[src/rtl/wb_arbiter_pkg.sv]
// Shared types for the two-master Wishbone arbiter.
// State encoding and bus-owner identifiers.
package wb_arbiter_pkg;

  typedef enum logic {
    IDLE = 1'b0,
    BUSY = 1'b1
  } state_t;

  localparam logic OWN_IBUS = 1'b0;
  localparam logic OWN_DBUS = 1'b1;

endpackage

[src/rtl/wb_arb_watchdog.sv]
// Transaction watchdog for the Wishbone arbiter.
// Counts stalled BUSY cycles; TIMEOUT = 0 disables it.
module wb_arb_watchdog
  import wb_arbiter_pkg::*;
#(
  parameter int TIMEOUT = 255,
  parameter int TW      = 8
) (
  input  logic clk,
  input  logic rst,
  input  logic clear,
  input  logic enable,
  output logic expire
);

  logic [TW-1:0] cnt;

  // Stall counter, held at zero outside a transaction
  always_ff @(posedge clk) begin
    if (rst || clear) begin
      cnt <= '0;
    end else if (enable) begin
      cnt <= cnt + 1'b1;
    end
  end

  assign expire = (TIMEOUT != 0) && (cnt == TW'(TIMEOUT - 1));

endmodule

[src/rtl/wb_arbiter.sv]
// Round-robin arbiter sharing one Wishbone slave port
// between the instruction and data buses of the CPU.
module wb_arbiter
  import wb_arbiter_pkg::*;
#(
  parameter int TIMEOUT = 255,
  parameter int TW      = 8
) (
  input  logic        i_clk,
  input  logic        i_rst,
  input  logic [31:0] i_wb_ibus_adr,
  input  logic        i_wb_ibus_cyc,
  output logic [31:0] o_wb_ibus_rdt,
  output logic        o_wb_ibus_ack,
  input  logic [31:0] i_wb_dbus_adr,
  input  logic [31:0] i_wb_dbus_dat,
  input  logic [3:0]  i_wb_dbus_sel,
  input  logic        i_wb_dbus_we,
  input  logic        i_wb_dbus_cyc,
  output logic [31:0] o_wb_dbus_rdt,
  output logic        o_wb_dbus_ack,
  output logic [31:0] o_wb_adr,
  output logic [31:0] o_wb_dat,
  output logic [3:0]  o_wb_sel,
  output logic        o_wb_we,
  output logic        o_wb_cyc,
  input  logic [31:0] i_wb_rdt,
  input  logic        i_wb_ack,
  output logic        o_timeout
);

  state_t state, state_nxt;
  logic   owner, owner_nxt;
  logic   last, last_nxt;
  logic   busy, own_cyc, expire, tmo;

  assign busy    = (state == BUSY);
  assign own_cyc = (owner == OWN_DBUS) ? i_wb_dbus_cyc
                                       : i_wb_ibus_cyc;
  // An abort wins over the watchdog; a slave ack wins over both
  assign tmo     = busy && !i_wb_ack && own_cyc && expire;

  wb_arb_watchdog #(
    .TIMEOUT (TIMEOUT),
    .TW      (TW)
  ) u_wdog (
    .clk    (i_clk),
    .rst    (i_rst),
    .clear  (!busy),
    .enable (busy && !i_wb_ack),
    .expire (expire)
  );

  // Arbitration state, current owner and round-robin history
  always_ff @(posedge i_clk) begin
    if (i_rst) begin
      state <= IDLE;
      owner <= OWN_IBUS;
      last  <= OWN_DBUS;
    end else begin
      state <= state_nxt;
      owner <= owner_nxt;
      last  <= last_nxt;
    end
  end

  // Grant decision and slave/master output mux
  always_comb begin
    state_nxt     = state;
    owner_nxt     = owner;
    last_nxt      = last;
    o_wb_adr      = '0;
    o_wb_dat      = '0;
    o_wb_sel      = '0;
    o_wb_we       = 1'b0;
    o_wb_cyc      = 1'b0;
    o_wb_ibus_ack = 1'b0;
    o_wb_dbus_ack = 1'b0;
    o_timeout     = 1'b0;
    o_wb_ibus_rdt = tmo ? '0 : i_wb_rdt;
    o_wb_dbus_rdt = tmo ? '0 : i_wb_rdt;
    unique case (state)
      IDLE: begin
        if (i_wb_ibus_cyc || i_wb_dbus_cyc) begin
          state_nxt = BUSY;
          if (i_wb_ibus_cyc && i_wb_dbus_cyc) begin
            owner_nxt = ~last;
          end else begin
            owner_nxt = i_wb_dbus_cyc;
          end
        end
      end
      BUSY: begin
        if (owner == OWN_DBUS) begin
          o_wb_adr = i_wb_dbus_adr;
          o_wb_dat = i_wb_dbus_dat;
          o_wb_sel = i_wb_dbus_sel;
          o_wb_we  = i_wb_dbus_we;
        end else begin
          o_wb_adr = i_wb_ibus_adr;
          o_wb_sel = 4'hf;
        end
        o_wb_cyc  = own_cyc && !tmo;
        o_timeout = tmo;
        if (i_wb_ack || tmo) begin
          o_wb_ibus_ack = (owner == OWN_IBUS);
          o_wb_dbus_ack = (owner == OWN_DBUS);
          last_nxt      = owner;
          state_nxt     = IDLE;
        end else if (!own_cyc) begin
          state_nxt = IDLE;
        end
      end
      default: state_nxt = IDLE;
    endcase
  end

endmodule

[config.mk]
export PLATFORM = sky130hd
export DESIGN_NAME = wb_arbiter
export DESIGN_NICKNAME = d
export VERILOG_FILES = /design/src/rtl/wb_arbiter_pkg.sv /design/src/rtl/wb_arb_watchdog.sv /design/src/rtl/wb_arbiter.sv
export SDC_FILE = /design/constraint.sdc
export NUM_CORES = 1
export LEC_CHECK = 0
export CORE_AREA = 4 4 105 107
export CTS_CLUSTER_SIZE = 8
export DETAILED_ROUTE_END_ITERATION = 7
export DIE_AREA = 0 0 109 111
export MAX_ROUTING_LAYER = met4
export PLACE_DENSITY = 0.75
export SLEW_MARGIN = 20
export SYNTH_ARGS = -nofsm -noshare
export SYNTH_HDL_FRONTEND = slang
export SYNTH_SLANG_ARGS = --single-unit
[constraint.sdc]
create_clock -name i_clk -period 1.7 [get_ports i_clk]
set_clock_uncertainty 0.1 [all_clocks]
set_input_delay 0.34 -clock i_clk [delete_from_list [all_inputs] [get_ports i_clk]]
set_output_delay 0.34 -clock i_clk [all_outputs]
set_load 0.02 [all_outputs]
Word level (Yosys, flattened, before mapping)
Index checks and enable logic that the tools add are counted.
{"block": "classes", "n_addsub": 1, "bitwise": 3, "n_reduce_logical": 13, "n_eq_ne": 1, "n_mux": 21}
{"operator": "$mux W32", "count": 5}
{"operator": "$mux W1", "count": 13}
{"operator": "$add A8 B1 Y8 const B", "count": 1}
{"operator": "$eq A8 B8 Y1 const B", "count": 1}
{"operator": "$mux W4", "count": 2}
{"operator": "$logic_and A1 B1 Y1", "count": 5}
{"operator": "$reduce_and A2 Y1", "count": 2}
{"operator": "$logic_not A1 Y1", "count": 3}
{"operator": "$logic_or A1 B1 Y1", "count": 3}
{"operator": "$not A1 Y1", "count": 3}
{"operator": "$pmux W1 S2", "count": 1}
{"block": "totals", "reg_bits": 11, "output_inout_bits": 137, "in_bits": 138, "wordCells": 43}

Depth between registers and ports, before layout
Gate-level depths: netlist of run 1.
{"block": "logic_depth", "ltp_word": 7, "ltp_mapped": 7, "mapped_depth_nobuf": 5}

By module
From an unflattened synthesis of run 1, not the netlist that was laid out.
{"block": "unflattened", "cells_unflattened": 256, "hier_area_um2": 1918.1}
{"mod": "wb_arbiter", "instances": 1, "seq_area_each_um2": 60.1, "cells_per_inst": 214, "area_per_inst_um2": 1549.0}
{"mod": "wb_arb_watchdog", "instances": 1, "seq_area_each_um2": 160.2, "cells_per_inst": 42, "area_per_inst_um2": 369.1}

Worst setup path after synthesis of run 1
Ideal clock, no wire load.
{"block": "synth_timing", "path_kind": "register to output", "start": "reg u_wdog.cnt[0]", "end": "out o_wb_ibus_rdt[22]", "stages_incl_launch_ff": 8, "arrival_ns": 1.559, "n_path_buf": 2, "path_slack_ns": -0.299, "required_time_ns": 1.260, "path_cell_list": "dfxtp_1 -> inv_1 -> ha_1 -> and3_1 -> nand4_2 -> buf_2 -> and2_1 -> buf_4"}
{"block": "synth_via", "elab_chain_len": 3}
{"element": "start: declaration", "line": "wb_arb_watchdog.sv:16", "rtl": "logic [TW-1:0] cnt;"}
{"element": "start signal: assignment", "line": "wb_arb_watchdog.sv:23", "rtl": "cnt <= cnt + 1'b1;"}
{"element": "$eq A8 B8 Y1", "line": "wb_arb_watchdog.sv:27", "rtl": "assign expire = (TIMEOUT != 0) && (cnt == TW'(TIMEOUT - 1));"}
{"element": "$logic_and A1 B1 Y1", "line": "wb_arbiter.sv:41", "rtl": "assign tmo = busy && !i_wb_ack && own_cyc && expire;"}
{"element": "$mux W32"}
{"element": "end: declaration", "line": "wb_arbiter.sv:13", "rtl": "output logic [31:0] o_wb_ibus_rdt,"}
No other way between the ends.

Final worst setup path of run 1
{"block": "layout_timing", "start": "reg u_wdog.cnt[0]", "end": "out o_wb_ibus_rdt[18]"}
{"block": "layout_via", "elab_chain_len": 3}
{"element": "$eq A8 B8 Y1", "line": "wb_arb_watchdog.sv:27"}
{"element": "$logic_and A1 B1 Y1", "line": "wb_arbiter.sv:41"}
{"element": "$mux W32", "line": "wb_arbiter.sv:80", "rtl": "o_wb_ibus_rdt = tmo ? '0 : i_wb_rdt;"}
No other way between the ends.

==> impl_summary.txt, run 1 <==
----------------------------------------------------
[Worst setup path]
  WS Path Type ... reg2out
  Top fanout value on the critical path ... 6
  Startpoint kind of the worst setup timing path ... register
  Endpoint required time on the critical path ... 1.26 ns
  Element type at the critical path end ... primary output
  Critical path arrival ... between 1.5 and 2 ns

[Yosys]
  Synthesized-area fraction occupied by xor and xnor cells ... less than 1%
  Cell type contributing the most total cell area after synthesis ... sky130_fd_sc_hd__mux2i_1
  Share of the yosys chip area belonging to registers ... 11.4%
  Avg Synthesized Cell Area ... around 7.4 sq um
  Count of synthesis-stage warnings from yosys ... 0
  Area share of the largest cell type after synthesis ... between 10% and 20%
  Count of unique library cells instantiated by Yosys ... 38
  Net count after synthesis ... 400
  Synthesized cell area ... 0.00193 sq mm
  Most used DFF post-synth ... sky130_fd_sc_hd__dfxtp_1
  Number of synthesized flops with an enable pin ... 0
  Main combinational cell family by area after synthesis ... simple AND/OR/NAND/NOR gates
  Multiplexer share of the synthesized area ... a little under a fifth
  Post-synthesis instance total ... between 200 and 300
  Number of storage elements in the synthesis netlist ... 11
  Adder-cell share of the synthesized area ... ~1.3%
  Synth Area in Compound Gates ... 7.70%
  Cell types occupying the most area after synthesis ... sky130_fd_sc_hd__mux2i_1 (18%), sky130_fd_sc_hd__buf_4 (14%), sky130_fd_sc_hd__dfxtp_1 (11%)
  Simple-gate area share of the yosys netlist ... approximately 41%
  Share of synthesized flip-flops with an asynchronous set or reset ... 0%

[STA]
  Worst slew pin tran ... 0.310 ns
  Least setup slack across all paths after layout ... -0.448 ns
  Tightest slew margin relative to the limit ... about four fifths
  Time the worst path needs with I/O delays and setup ... around 2.1 ns
  Share of the clock period used by the worst path ... 126%
  Total of endpoints with negative setup slack in the final report ... ~130
  Maximum clock frequency ... approximately 0.47 GHz
  Total Neg Setup Slack ... -35.29 ns
  Hold violation count in the final report ... 0
  RSZ-0062 raised after global routing ... true
  Final count of pins violating max slew ... 0

[Power]
  Total leakage power ... 0.00263 uW
  IR Drop Worst-Case VDD ... about 0.0006 V
  PnR Total Power ... around 2100 uW
  Power per unit of standard cell area ... around 360 mW/mm^2

[Outcome]
  Violated checks ... negative setup slack
  Outcome ... finished, violations left

[Placed design]
  Count of input and output buffers ... approximately 270
  Placed Instance Area ... just under 0.005 sq mm
  Half-perimeter wire length of the detailed placement result ... between 9 and 10 mm
  Final weighted congestion in routability-driven placement ... 0.893

[Run]
  Number of max-capacitance violations reported ... 0

[Die]
  # rows ... 37
  Die footprint ... between 0.01 and 0.015 sq mm
  Number of placed I/O pins ... roughly 280
  Horizontal extent of the die ... around 110 um
  Total core area ... about 0.010 sq mm
  Vert. Die Dim ... around 110 um
  Starting utilization of the core area ... 19.1%

[Cells and area]
  Post-route core utilization ... 58.6%
  Area Growth Syn to Fin ... 207%
  Number of antenna repair diodes ... 0
  Final layout net count ... between 700 and 800
  Filler cells ... around 830
  Layout cell share with drive strength beyond 1 ... between 50 and 60%
  Post-route standard cell area excluding fillers ... about 0.0059 sq mm

[CTS]
  CTS buffer count ... 3
  TritonCTS clock tree ... built
  Clock network latency to the later pin of the worst-skew pair ... roughly 0.25 ns
  Clock slew seen by the registers of the worst setup and hold paths ... about 0.050 ns
  H-tree depth ... 1
  Clock Tree Buf Depth ... 2
  Count of hold buffers inserted by post-cts repair ... 0
  TritonCTS sink count ... 11
  Buffer type at the clock tree root ... sky130_fd_sc_hd__clkbuf_8

[Routing]
  First-pass DRT Iterations ... 4
  DR DRC count ... 0
  DRC marker count from the first detailed-route iteration ... between 80 and 90
  Wire length reported by the detailed router ... between 10 and 15 mm
  Avg Vias per Cell ... between 4 and 5
  Number of vias in the routed layout ... between 3,000 and 4,000
  Post-route ant nets ... 0
  Routed wirelength normalized by instance count ... between 15 and 20 um

[GRT]
  Initial antenna violation count ... 0
  Total routing usage reported by global routing ... slightly below 20%
  Via count of the first global-routing pass ... 3,089
  Wire length of the first global-routing pass ... about 18 mm
  Pin count of the biggest net entering global routing ... 26
  Global-route congestion overflow total ... 0

[Worst hold path]
  Worst hold-check path type ... reg2reg

----------------------------------------------------
## Yosys cell counts (2+ instances only)
cell / n
sky130_fd_sc_hd__buf_4: 35
sky130_fd_sc_hd__and3_1: 34
sky130_fd_sc_hd__mux2i_1: 34
sky130_fd_sc_hd__nor2b_1: 33
sky130_fd_sc_hd__and2_1: 32
sky130_fd_sc_hd__clkbuf_1: 11
sky130_fd_sc_hd__dfxtp_1: 11
sky130_fd_sc_hd__nor2_1: 8
sky130_fd_sc_hd__inv_1: 7
sky130_fd_sc_hd__a21oi_1: 6
sky130_fd_sc_hd__buf_2: 5
sky130_fd_sc_hd__nand2_1: 5
sky130_fd_sc_hd__a21boi_0: 4
sky130_fd_sc_hd__o21ai_0: 4
sky130_fd_sc_hd__nand2b_1: 3
sky130_fd_sc_hd__or3_1: 3
sky130_fd_sc_hd__ha_1: 2
sky130_fd_sc_hd__nand4_1: 2
sky130_fd_sc_hd__xor2_1: 2
## layout by cell type, fill, tap and decap left out, drive strengths merged
master	instances
mux2i	34
nand3	1
clkdlybuf4s50	134
clkbuf	8
and4	1
and3	34
inv	7
and2b	1
a21oi	6
mux2	1
nand4b	1
o21bai	1
nand2	5
ha	2
or3	3
o311a	1
nand2b	4
o311ai	1
and2	33
xor2	2
a21boi	4
dfxtp	11
nor2	8
a41oi	2
nor2b	33
o211ai	1
nand4	3
nor3	1
o21ai	4
nand3b	1
buf	212
dlygate4sd2	3
o41ai	1
## registers in the layout (all words and copies together) (netlist names)
name	cells
u_wdog.cnt	8
busy	1
last	1
owner	1
## layer usage
layer	GRT usage, %	routed length, um
met1	20.9	4910
met2	38.4	7560
met3	2.85	816
met4	4.21	222
met5	-	0
## cell type report
cell class / instances / area, sq um / share of cell area, %
clock buffers: 4 / 45.0 / 0.759
repair buffers: 353 / 3790 / 63.8
inverters: 7 / 26.3 / 0.442
flip-flops and latches: 11 / 231 / 3.90
multi-input cells: 189 / 1670 / 28.2
well taps: 136 / 170 / 2.87
## worst max-delay path: stages, from the launching register on
cell	delay [ns]
sky130_fd_sc_hd__dfxtp_2	0.32
sky130_fd_sc_hd__inv_2	0.07
sky130_fd_sc_hd__ha_4	0.13
sky130_fd_sc_hd__and3_4	0.18
sky130_fd_sc_hd__nand4_4	0.08
sky130_fd_sc_hd__buf_12	0.16
sky130_fd_sc_hd__buf_12	0.13
sky130_fd_sc_hd__and2_4	0.14
sky130_fd_sc_hd__buf_6	0.11
sky130_fd_sc_hd__buf_6	0.12
## worst paths after layout
kind	startpoint	endpoint	slack (ns)	cells after the start
min	last	last	0.42	2
max reg2reg	busy	last	0.13	8
max	u_wdog.cnt[0]	o_wb_ibus_rdt[18]	-0.45	9
min reg2reg	last	last	0.42	2
## where the power goes
| group | switching, uW | leakage (uW) | internal (uW) |
|---|---|---|---|
| combinational | 627 | 0.00251 | 941 |
| clock | 113 | 0.0000228 | 166 |
| sequential | 6.23 | 0.0000928 | 265 |
| total | 747 | 0.00263 | 1370 |
## per-stage QoR
step                setup slack [ns]  std cells  hold WS, ns
floorplan                    -0.0109        260        0.309
global placement              -0.962        646        0.402
CTS                           -0.548        690        0.429
finish                        -0.448        700        0.423
global route                  -0.524        700        0.475
detailed placement            -0.944        646        0.417
## cell families after synthesis
family	count (synthesis)
AO/OA/AOI/OAI	21
XOR/XNOR	2
adder cells (fa/ha/maj)	2
buffers and inverters	60
flip-flops	11
multiplexers	35
AND/OR/NAND/NOR	129
## repair_timing
action / 4_1_cts / 5_1_grt
resized for setup: 641 / 262
endpoints found under the setup margin: 138 / 137
gates cloned: 10 / 6
pin swaps: 0 / 10
hold endpoints to repair: 0 / 0
buffers inserted: 30 / 17
No activity file was read; power rests on OpenSTA's default activity.
==> inputs of run 2 (changes only) <==
SKIP_CTS_REPAIR_TIMING = 1   (was unset)
==> run 2 against run 1 <==
Sequential share of layout area increased by 0.49 points. Largest power group unchanged. Worst hold slack better by 0.0032 ns. Utilization down 6.0 points. The flow still finishes with violations (negative setup slack). Via count fell by 3.9%. Die area unchanged. Critical endpoint unchanged. Register-to-register slack got worse by 0.02 ns. Cell area down 10%.
==> impl_summary.txt, run 2 (synthesis results as in run 1) <==
----------------------------------------------------
[Outcome]
  Outcome ... finished, violations left
  Violated checks ... negative setup slack

[STA]
  Maximum clock frequency ... 0.469 GHz (+0.79%)
  Worst slew pin tran ... 0.304 ns (-0.00688 ns)
  Hold violation count in the final report ... 0 (unchanged)
  RSZ-0062 raised after global routing ... true
  Share of the clock period used by the worst path ... 125% (-0.99 points)
  Total of endpoints with negative setup slack in the final report ... 125 (-3.1%)
  Final count of pins violating max slew ... 0 (unchanged)
  Least setup slack across all paths after layout ... -0.431 ns (+0.0168 ns)
  Time the worst path needs with I/O delays and setup ... 2.13 ns (-0.0168 ns)
  Tightest slew margin relative to the limit ... 79.5% (+0.46 points)

[Die]
  Die footprint ... 0.0121 sq mm (unchanged)
  Starting utilization of the core area ... 19.1% (unchanged)
  Vert. Die Dim ... 111 um (unchanged)
  Total core area ... 0.0101 sq mm (unchanged)
  Horizontal extent of the die ... 109 um (unchanged)
  # rows ... 37 (unchanged)
  Number of placed I/O pins ... 275 (unchanged)

[GRT]
  Initial antenna violation count ... 0 (unchanged)
  Pin count of the biggest net entering global routing ... 52 (+100%)
  Global-route congestion overflow total ... 0 (unchanged)
  Total routing usage reported by global routing ... 16.5% (-3.4 points)
  Via count of the first global-routing pass ... 2,751 (-11%)
  Wire length of the first global-routing pass ... 15.4 mm (-15%)

[Cells and area]
  Leading cell type in the layout, fill and taps excluded ... sky130_fd_sc_hd__clkdlybuf4s50_1
  Commonest cells after routing, fill and taps aside ... sky130_fd_sc_hd__clkdlybuf4s50_1 (134), sky130_fd_sc_hd__buf_6 (70), sky130_fd_sc_hd__buf_4 (50), sky130_fd_sc_hd__clkbuf_2 (35), sky130_fd_sc_hd__nor2b_1 (33)
  Area Growth Syn to Fin ... 176%
  Layout cell share with drive strength beyond 1 ... 50.5% (-4.7 points)
  Number of antenna repair diodes ... 0 (unchanged)
  Post-route core utilization ... 52.6% (-6.0 points)
  Max FFs per register ... 8 (unchanged)
  Register with the most flip-flops ... u_wdog.cnt
  Final layout net count ... 682 (-3.3%)
  Final std cells w/o fill ... 677 (-3.3%)

[Worst setup path]
  Setup slack of the most critical reg-to-reg path ... 0.11 ns (-0.02 ns)
  Reg-to-Reg Start ... busy
  Capturing element of the worst setup path ... o_wb_ibus_rdt[18]
  Element type at the critical path end ... primary output
  Cell seen most often among critical-path stages ... sky130_fd_sc_hd__buf_6
  Critical path arrival ... 1.69 ns (-0.02 ns)
  Worst setup path startpoint ... u_wdog.cnt[0]
  Top fanout value on the critical path ... 6 (unchanged)
  Crit path cell chain ... inv_2 > ha_4 > and3_4 > nand4_4 > buf_12 > and2_4 > buf_6 > buf_6
  Worst reg2reg endpoint ... u_wdog.cnt[7]
  Startpoint kind of the worst setup timing path ... register
  Cell count of the worst reg-to-reg path ... 5 (-3)
  CP max-delay cell ... sky130_fd_sc_hd__dfxtp_2
  Endpoint required time on the critical path ... 1.26 ns (about the same)
  WS Path Type ... reg2out
  Peak per-stage delay on the critical path ... 0.32 ns (about the same)

[Placed design]
  Half-perimeter wire length of the detailed placement result ... 9.23 mm (unchanged)
  Placed insts ... 646 (unchanged)
  Count of input and output buffers ... 274 (unchanged)
  Final weighted congestion in routability-driven placement ... 0.893 (unchanged)

[CTS]
  TritonCTS sink count ... 11 (unchanged)
  Clock slew seen by the registers of the worst setup and hold paths ... 0.05 ns (about the same)
  TritonCTS clock tree ... built
  Clock Tree Buf Depth ... 2 (unchanged)
  Buffer type at the clock tree root ... sky130_fd_sc_hd__clkbuf_8
  H-tree depth ... 1 (unchanged)
  CTS buffer count ... 3 (unchanged)
  Clock network latency to the later pin of the worst-skew pair ... 0.24 ns (about the same)

[Routing]
  Routed wirelength normalized by instance count ... 18.8 um (-2.8%)
  Wire length reported by the detailed router ... 12.7 mm (-6.0%)
  Post-route ant nets ... 0 (unchanged)
  DR DRC count ... 0 (unchanged)
  DRC marker count from the first detailed-route iteration ... 109 (+25%)
  Number of vias in the routed layout ... 2,931 (-3.9%)
  First-pass DRT Iterations ... 4 (unchanged)
  Avg Vias per Cell ... 4.33 (-0.60%)

[Run]
  Number of max-capacitance violations reported ... 0 (unchanged)

[Power]
  Power per unit of standard cell area ... 361 mW/mm^2 (+1.2%)
  IR Drop Worst-Case VDD ... 0.000513 V (-13%)
  Total leakage power ... 0.00247 uW (-6.1%)
  PnR Total Power ... 1920 uW (-9.2%)

[Worst hold path]
  Cell depth of the worst hold path ... 2 (unchanged)
  Worst hold-check path type ... reg2reg

----------------------------------------------------
[run 2: cell count changes in the layout (fill, tap and decap cells not counted), moves of 15 or more]
cell / previous run / this run
sky130_fd_sc_hd__buf_2: 1 / 17
sky130_fd_sc_hd__clkbuf_2: 0 / 35
sky130_fd_sc_hd__buf_4: 68 / 50
sky130_fd_sc_hd__and3_1: 0 / 15
sky130_fd_sc_hd__and3_4: 34 / 19
sky130_fd_sc_hd__buf_6: 117 / 70
[run 2: cell type report]
| class | count | area [sq um] |
|---|---|---|
| Timing Repair Buffer | 330 | 3260 |
| Fill cell | 905 | 4810 |
| Clock buffer | 4 | 45.0 |
| Inverter | 7 | 26.3 |
| Sequential cell | 11 | 234 |
| Tap cell | 136 | 170 |
| Multi-Input combinational cell | 189 | 1600 |
[run 2: worst min path at each step]
stage               endpoint  slack, ns          start
finish                  last       0.43           last
global route           owner       0.47  i_wb_dbus_cyc
CTS                     last       0.43           last
detailed placement      last       0.42           last
global placement        last       0.40           last
floorplan               busy       0.31          i_rst
[run 2: stage by stage]
stage	setup slack, ns	hold slack (ns)	setup TNS, ns	area, sq um
final	-0.431	0.426	-28.92	5330
after CTS	-0.952	0.429	-99.80	4910
after floorplan	-0.0109	0.309	-0.315	2170
after detailed placement	-0.944	0.417	-83.74	4870
after global routing	-0.519	0.467	-37.79	5330
after global placement	-0.962	0.402	-82.80	4870
[run 2: critical path: cells and delay by family (launching register included)]
family                   cells  cell delay (ns)
flip-flops                   1             0.32
AND/OR/NAND/NOR              3             0.50
adder cells (fa/ha/maj)      1             0.13
buffers and inverters        4             0.49
[run 2: layer usage]
metal,wire [um],GRT usage (%)
met1,4700,16.3
met2,7070,32.1
met3,762,3.26
met4,160,3.96
met5,0,-
[run 2: power by group]
part	switching, uW	internal, uW
logic	578	802
clock network	107	165
registers	8.40	265
==> inputs of run 3 (changes only) <==
GPL_ROUTABILITY_DRIVEN = 0   (was unset)
==> results of run 3 <==
The final DEF is identical to that of run 2; final timing and power are the same.
